File: config.mk
export PLATFORM = sky130hd
export DESIGN_NAME = encoder_controller
export DESIGN_NICKNAME = d
export VERILOG_FILES = /design/src/rtl/encoder_controller.sv
export SDC_FILE = /design/constraint.sdc
export NUM_CORES = 1
export LEC_CHECK = 0
export CAP_MARGIN = 0
export CORE_MARGIN = 10
export CORE_UTILIZATION = 31
export DETAILED_ROUTE_END_ITERATION = 16
export MAX_ROUTING_LAYER = met4
export SYNTH_ARGS = -nofsm -noshare
export SYNTH_HDL_FRONTEND = slang
export SYNTH_SLANG_ARGS = --single-unit
File: constraint.sdc
create_clock -name clk -period 2.9 [get_ports clk]
set_clock_uncertainty 0.05 [all_clocks]
set_input_delay 0.29 -clock clk [delete_from_list [all_inputs] [get_ports clk]]
set_output_delay 0.29 -clock clk [all_outputs]
set_load 0.01 [all_outputs]
File: src/rtl/encoder_controller.sv
// Round sequencer for the encoder datapath: pulses each stage in turn, waits for its
// ready, steps the round counter, and traps stalled stages or round-count disagreements.
module encoder_controller #(
    parameter int TIMEOUT = 255,
    parameter int ROUNDS  = 24
) (
    input  logic       clk,
    input  logic       rst,
    input  logic       start,
    input  logic       ready_par,
    input  logic       ready_rot,
    input  logic       ready_per,
    input  logic       ready_rev,
    input  logic       ready_RC,
    input  logic       co,
    output logic       start_par,
    output logic       start_rot,
    output logic       start_per,
    output logic       start_rev,
    output logic       start_RC,
    output logic       cnt_up,
    output logic       busy,
    output logic       done,
    output logic       err,
    output logic [4:0] round_idx
);

    typedef enum logic [3:0] {
        IDLE, PAR_S, PAR_W, ROT_S, ROT_W, PER_S, PER_W,
        REV_S, REV_W, RC_S, RC_W, INC, DONE, ERR
    } state_t;

    localparam logic [9:0] WD_LAST  = 10'(TIMEOUT - 1);
    localparam logic [4:0] LAST_IDX = 5'(ROUNDS - 1);

    state_t     state, state_next;
    logic [9:0] wdog;
    logic       last_round;
    logic       wd_expired;
    logic       co_ok;

    assign wd_expired = (wdog == WD_LAST);
    // co must be high exactly on the final round, otherwise the datapath counter is out of step
    assign co_ok      = (co == (round_idx == LAST_IDX));

    always_comb begin
        state_next = state;
        case (state)
            IDLE:    if (start) state_next = PAR_S;
            PAR_S:   state_next = PAR_W;
            PAR_W:   if (ready_par) state_next = ROT_S;
                     else if (wd_expired) state_next = ERR;
            ROT_S:   state_next = ROT_W;
            ROT_W:   if (ready_rot) state_next = PER_S;
                     else if (wd_expired) state_next = ERR;
            PER_S:   state_next = PER_W;
            PER_W:   if (ready_per) state_next = REV_S;
                     else if (wd_expired) state_next = ERR;
            REV_S:   state_next = REV_W;
            REV_W:   if (ready_rev) state_next = RC_S;
                     else if (wd_expired) state_next = ERR;
            RC_S:    state_next = RC_W;
            RC_W:    if (ready_RC) state_next = co_ok ? INC : ERR;
                     else if (wd_expired) state_next = ERR;
            INC:     state_next = last_round ? DONE : PAR_S;
            DONE:    state_next = IDLE;
            ERR:     state_next = ERR;
            default: state_next = IDLE;
        endcase
    end

    always_ff @(posedge clk or negedge rst) begin
        if (!rst) begin
            state      <= IDLE;
            wdog       <= '0;
            last_round <= 1'b0;
            round_idx  <= '0;
            start_par  <= 1'b0;
            start_rot  <= 1'b0;
            start_per  <= 1'b0;
            start_rev  <= 1'b0;
            start_RC   <= 1'b0;
            cnt_up     <= 1'b0;
            busy       <= 1'b0;
            done       <= 1'b0;
            err        <= 1'b0;
        end else begin
            state <= state_next;

            // Watchdog counts wait cycles only; any non-wait state (including X_S) clears it
            case (state)
                PAR_W, ROT_W, PER_W, REV_W, RC_W: wdog <= wdog + 10'd1;
                default:                          wdog <= '0;
            endcase

            if (state == RC_W && ready_RC)
                last_round <= co;

            if (state == IDLE && start)
                round_idx <= '0;
            else if (state == INC && !last_round)
                round_idx <= round_idx + 5'd1;

            // Outputs decoded from the next state so they line up with the state register
            start_par <= (state_next == PAR_S);
            start_rot <= (state_next == ROT_S);
            start_per <= (state_next == PER_S);
            start_rev <= (state_next == REV_S);
            start_RC  <= (state_next == RC_S);
            cnt_up    <= (state_next == INC);
            done      <= (state_next == DONE);
            err       <= (state_next == ERR);
            busy      <= !(state_next inside {IDLE, DONE, ERR});
        end
    end

endmodule

==> metrics.md, run 1 <==
| Metric | Value |
|---|---|
| H-tree levels | 2 |
| Tot GR Track Use | 8.94% |
| Placer Congestion | 0.818 |
| Final nets | 193 |
| Tot Pwr | 1.46 mW |
| Sequential fraction of the synthesis area | 45.7% |
| Ratio of cells with drive above 1 in the final layout | 11.5% |
| Cell count after synthesis | 156 |
| Number of synthesized flops with an enable pin | 0 |
| Initial Utilization | 32.8% |
| Grt ovf | 0 |
| Dpl cell area | 1850 um2 |
| Async set-reset flop share out of synthesis | 100% |
| Synthesized area per cell | 10.2 um2 |
| Fmax | 494 MHz |
| Final hold viol count | 0 |
| Clock Tree Buf Depth | 2 |
| Status | finished, final reports clean |
| Post-DRT Antenna Nets | 0 |
| Fin cells | 249 |
| Tightest Pin Transition | 0.720 ns |
| Cell area power density | 750 nW/um2 |
| Post-DR wirelength/cell | 13.8 um |
| Clk pwr share | 24.1% |
| MaxCap Viol Count | 0 |
| PnR worst setup slack | 0.875 ns |
| Top post-synthesis cells by area | dfrtp_1 46%, nor2_1 5.2%, xor2_1 3.9% |
| RSZ-0062 raised after global routing | false |
| Crit path kind | flop to flop |
| Sw Pwr | 561 uW |
| CTS sink count | 29 |
| Final setup viols | 0 |
| Pint | 901 uW |
| CTS tree | done |
| Commonest non-fill, non-tap cell in the layout | dfrtp_1 |
| Crit path arrival time | 2.13 ns |
| Die Ht | 91.6 um |
| Fin crit period | 2.02 ns |
| Core Region | 4850 um2 |
| Dpl cells | 241 |
| Die X-Extent | 91.6 um |
| Commonest register cell after synthesis | dfrtp_1 |
| Largest net degree at the start of global routing | 30 |
| Part of the power in registers | 40.6% |
| Cts bufs inserted | 5 |
| # fillers | 488 |
| DRT iter0 DRCs | 91 |
| Synth Register Bits | 29 |
| Vias/cell | 4.93 |
| Worst-Skew Late Latency | 0.29 ns |
| Area Growth Syn to Fin | 22.7% |
| Num rows | 25 |
| Final HPWL DP | 2520 um |
| Port Buffers | 22 |
| Resize count post-CTS | 0 |
| Yosys top cell area share | 45.7% |
| Initial DRT Pass Iterations | 5 |
| CP Capture Type | flop |
| Post-Syn Nets | 168 |
| Net Sw Frac | 38.4% |
| Most frequent cells in the layout | 29 x dfrtp_1, 22 x nor2_1, 22 x clkdlybuf4s50_1 |
| Initial antenna violation count | 0 |
| Hold WC Path Type | input pin to async pin |
| Register clock-pin slew on the reported worst setup and hold paths | 0.07 ns |
| Critical Path Max Stage Delay | 0.68 ns |
| First-pass GRT wire length | 5930 um |
| Period utilisation layout | 69.8% |
| DIE AREA | 8390 um2 |
| Cell area after synthesis | 1590 um2 |
| Worst Setup Start Kind | flop |
| Max-slew headroom | 51.7% |
| Multi-input logic area | 786 um2 |
| Final Max Tran Viols | 0 |
| CTS Hold Bufs | 0 |
| Ys Warns | 0 |
| FF+latch area | 726 um2 |
| TNS Setup | 0 ns |
| CP Buf/Inv Count | 1 |
| Leak | 0.834 nW |
| Cell with the largest stage delay on the worst path | dfrtp_1 |
| Synth area leader | dfrtp_1 |
| Yosys cell types | 51 |
| Ports | 23 |
| Worst vdd ir | 386 uV |
| Remaining DRCs | 0 |
| CP top delay family | compound AO/OA/AOI/OAI gates |
| Crit Path Max Fanout | 17 |
| Vias post-DR | 1228 |
| CTS Root Cell | clkbuf_8 |
| CP Cell Sequence | inv_1 -> o41ai_1 -> o32ai_1 -> o211ai_2 -> and2_1 -> o21ai_1 |
| Diode count | 0 |
| Vias in the first global route | 1203 |
| Pre-CTS setup slack | 0.824 ns |
| Comb pwr share | 35.3% |
| Post-route cell area | 1950 um2 |
| Routed WL | 3450 um |
| Post-CTS setup buffers | 0 |
| Critical Path RT | 3.00 ns |
==> power by group through the flow <==
stage	sequential (mW)	clock (mW)	combinational (mW)
after global routing	0.607	0.383	0.585
after global placement	0.599	0	0.519
after floorplan	0.558	0	0.405
after detailed placement	0.600	0	0.521
final	0.593	0.353	0.515
after CTS	0.592	0.363	0.523
==> worst register-to-register path, stage by stage, from the launching register on <==
cell      delay (ns)
dfrtp_1         0.68
inv_1           0.21
o41ai_1         0.38
o32ai_1         0.13
o211ai_2        0.23
and2_1          0.16
o21ai_1         0.06
==> cells in the mapped netlist (2+ instances only) <==
library cell  number
nor2b_1            4
nand4_1            3
and3_1             4
xor2_1             7
o21ai_1            2
nand3_1            3
xnor2_1            4
inv_1              5
buf_6              2
mux2i_1            3
nor3_1             7
nor2_1            22
nand2b_1           4
and4_1             2
nand2_1            7
a21oi_1            4
nor3_4             2
ha_1               3
nand4b_1           2
buf_2              2
o22ai_1            2
dfrtp_1           29
o21ai_0            3
and2_1             3
==> sequential cells by signal, summed over array words and instances, names as in the netlist <==
| register | flops |
|---|---|
| busy | 1 |
| wdog | 10 |
| start_rot | 1 |
| start_par | 1 |
| start_RC | 1 |
| done | 1 |
| start_rev | 1 |
| round_idx | 5 |
| state | 4 |
| err | 1 |
| cnt_up | 1 |
| start_per | 1 |
| last_round | 1 |
==> area by class of cell <==
class,instances,share of cell area [%]
clock buffer,6,4.24
clock inverter,2,0.706
sequential,29,37.2
inverter,6,1.16
tap,67,4.30
timing repair buffer,24,12.1
multi-input combinational,115,40.3
==> path summary, 6_finish.rpt <==
path                            startpoint        end  slack [ns]  depth (start not counted)
min in group clk                   wdog[0]    wdog[0]        0.47                          1
worst max-delay path              state[2]       busy        0.88                          6
worst min register to register     wdog[0]    wdog[0]        0.47                          1
worst max register to register    state[2]       busy        0.88                          6
max in group asynchronous              rst  start_per        2.18                          2
worst min-delay path                   rst    wdog[5]        0.33                          2
==> per-layer routing <==
| layer | global-route usage, % | vias to the layer above | wire length, um |
|---|---|---|---|
| li1 | - | 611 | - |
| met2 | 13.7 | 31 | 1670 |
| met1 | 10.8 | 580 | 1550 |
| met5 | - | - | 0 |
| met3 | 2.63 | 6 | 184 |
| met4 | 3.26 | 0 | 45 |
==> metrics by stage <==
stage	utilization (%)	hold slack, ns
3_5_place_dp	38.2	0.467
6_report	40.2	0.331
3_3_place_gp	38.2	0.460
4_1_cts	40.2	0.352
2_1_floorplan	-	-0.0556
5_1_grt	40.2	0.386
==> cell families (layout without fill, tap and decap cells) <==
logic type,after synthesis,in the layout,synth area share [%]
and+or+nand+nor,72,72,25.9
DFF,29,29,45.7
AOI/OAI and AO/OA,24,24,11.6
buffers and inverters,12,38,4.88
xor gates and xnor gates,11,11,6.06
muxes,5,5,3.54
adders and majority gates,3,3,2.36
Note: power is estimated with default switching activity, not from simulation.
==> inputs of run 2 (changes only) <==
==> constraint.sdc (replaced) <==
create_clock -name clk -period 2 [get_ports clk]
set_clock_uncertainty 0.05 [all_clocks]
set_input_delay 0.2 -clock clk [delete_from_list [all_inputs] [get_ports clk]]
set_output_delay 0.2 -clock clk [all_outputs]
set_load 0.01 [all_outputs]
==> metrics.md, run 2 (synthesis gave the netlist of run 1 again) <==
| Metric | Value |
|---|---|
| Biggest register | wdog |
| Port Buffers | 22 |
| Num rows | 25 |
| Worst-Skew Late Latency | 0.29 ns |
| Tightest Pin Transition | 0.367 ns |
| Final setup viols | 0 |
| Largest regs | wdog x10, round_idx x5, state x4 |
| Largest register FFs | 10 |
| Routed WL | 3750 um |
| Post-DR wirelength/cell | 14.3 um |
| Clock Tree Buf Depth | 2 |
| Vias in the first global route | 1292 |
| CTS sink count | 29 |
| Vias/cell | 4.94 |
| CP Buf/Inv Count | 1 |
| Remaining DRCs | 0 |
| Cell area power density | 1150 nW/um2 |
| Worst Setup Start Kind | flop |
| CP top delay family | simple AND/OR/NAND/NOR gates |
| DIE AREA | 8390 um2 |
| Cts bufs inserted | 5 |
| FF-to-FF End | err |
| Die Ht | 91.6 um |
| TNS Setup | 0 ns |
| First-pass GRT wire length | 6240 um |
| Placer Congestion | 0.845 |
| Dpl cell area | 1940 um2 |
| CTS tree | done |
| Reg2reg start | wdog[0] |
| Multi-input logic area | 816 um2 |
| Period utilisation layout | 93.1% |
| CP Capture Type | flop |
| CP Cell Sequence | inv_1 -> ha_1 -> nand4b_1 -> nor3_4 -> o32a_1 -> nor3_1 -> a311oi_2 -> and4_1 |
| Vias post-DR | 1293 |
| R2R Setup Slk | 0.14 ns |
| Commonest non-fill, non-tap cell in the layout | dfrtp_1 |
| Ports | 23 |
| Initial Utilization | 32.8% |
| CTS Hold Bufs | 0 |
| Initial DRT Pass Iterations | 4 |
| MaxCap Viol Count | 0 |
| Critical Path Max Stage Delay | 0.38 ns |
| Register clock-pin slew on the reported worst setup and hold paths | 0.06 ns |
| Critical Path RT | 2.17 ns |
| Ratio of cells with drive above 1 in the final layout | 19.5% |
| FF-to-FF path depth | 8 |
| DRT iter0 DRCs | 96 |
| CP startpoint | wdog[0] |
| Largest net degree at the start of global routing | 30 |
| FF+latch area | 726 um2 |
| Fin crit period | 1.86 ns |
| Final nets | 206 |
| Final HPWL DP | 2760 um |
| Tot GR Track Use | 9.24% |
| Grt ovf | 0 |
| Crit Path Max Fanout | 5 |
| Initial antenna violation count | 0 |
| Hold Slack | 0.251 ns |
| Hold WC Path Type | input pin to async pin |
| Crit path arrival time | 2.03 ns |
| Post-route cell area | 2100 um2 |
| Tot Pwr | 2.42 mW |
| Core Region | 4850 um2 |
| Leak | 0.915 nW |
| CTS Root Cell | clkbuf_8 |
| Post-DRT Antenna Nets | 0 |
| Area Growth Syn to Fin | 32.0% |
| Fmax | 537 MHz |
| Most frequent cells in the layout | 29 x dfrtp_1, 22 x nor2_1, 22 x clkdlybuf4s50_1, 15 x buf_4 |
| Final Max Tran Viols | 0 |
| Final hold viol count | 0 |
| Cell with the largest stage delay on the worst path | dfrtp_1 |
| Die X-Extent | 91.6 um |
| # fillers | 472 |
| Worst vdd ir | 454 uV |
| H-tree levels | 2 |
| Status | finished, final reports clean |
| Crit path kind | flop to flop |
| Max-slew headroom | 75.5% |
| Diode count | 0 |
run 2: area by class of cell:
type | count | area share [%]
clock buffer | 7 | 4.12
inverter | 6 | 1.07
clock inverter | 1 | 1.43
tap | 67 | 4.00
multi-input combinational | 115 | 38.9
sequential | 29 | 34.6
timing repair buffer | 37 | 15.9
run 2: per-stage QoR:
stage                     setup WS [ns]  util, %  std cells
final                             0.138     43.3        262
after global routing           -0.00520     43.3        262
after CTS                        0.0212     42.5        261
after detailed placement         0.0359     40.1        253
after global placement           0.0333     40.1        253
after floorplan                   0.179        -        156
run 2: routing by layer:
layer | vias to the layer above | share of wire, % | global-route usage [%]
met3 | 8 | 5.4 | 2.39
li1 | 634 | - | -
met1 | 612 | 44 | 10.9
met5 | - | 0 | -
met2 | 39 | 49 | 14.5
met4 | 0 | 2.0 | 4.18
run 2: worst max-delay path by stage:
stage | end | cells past startpoint
6_report | err | 8
4_1_cts | busy | 7
2_1_floorplan | busy | 7
5_1_grt | busy | 7
3_3_place_gp | busy | 7
3_5_place_dp | busy | 7
run 2: worst register-to-register path: stages (launching register included):
cell	delay, ns
dfrtp_1	0.38
inv_1	0.06
ha_1	0.13
nand4b_1	0.14
nor3_4	0.28
o32a_1	0.21
nor3_1	0.05
a311oi_2	0.28
and4_1	0.23
run 2: where the power goes:
| part | internal, mW | switching, mW |
|---|---|---|
| Clock | 0.406 | 0.229 |
| Sequential | 0.694 | 0.0991 |
| Combinational | 0.457 | 0.537 |
run 2: timing repair:
action,4_1_cts,5_1_grt
buffers inserted,0,1
resized for setup,0,6
setup endpoints to repair,0,2
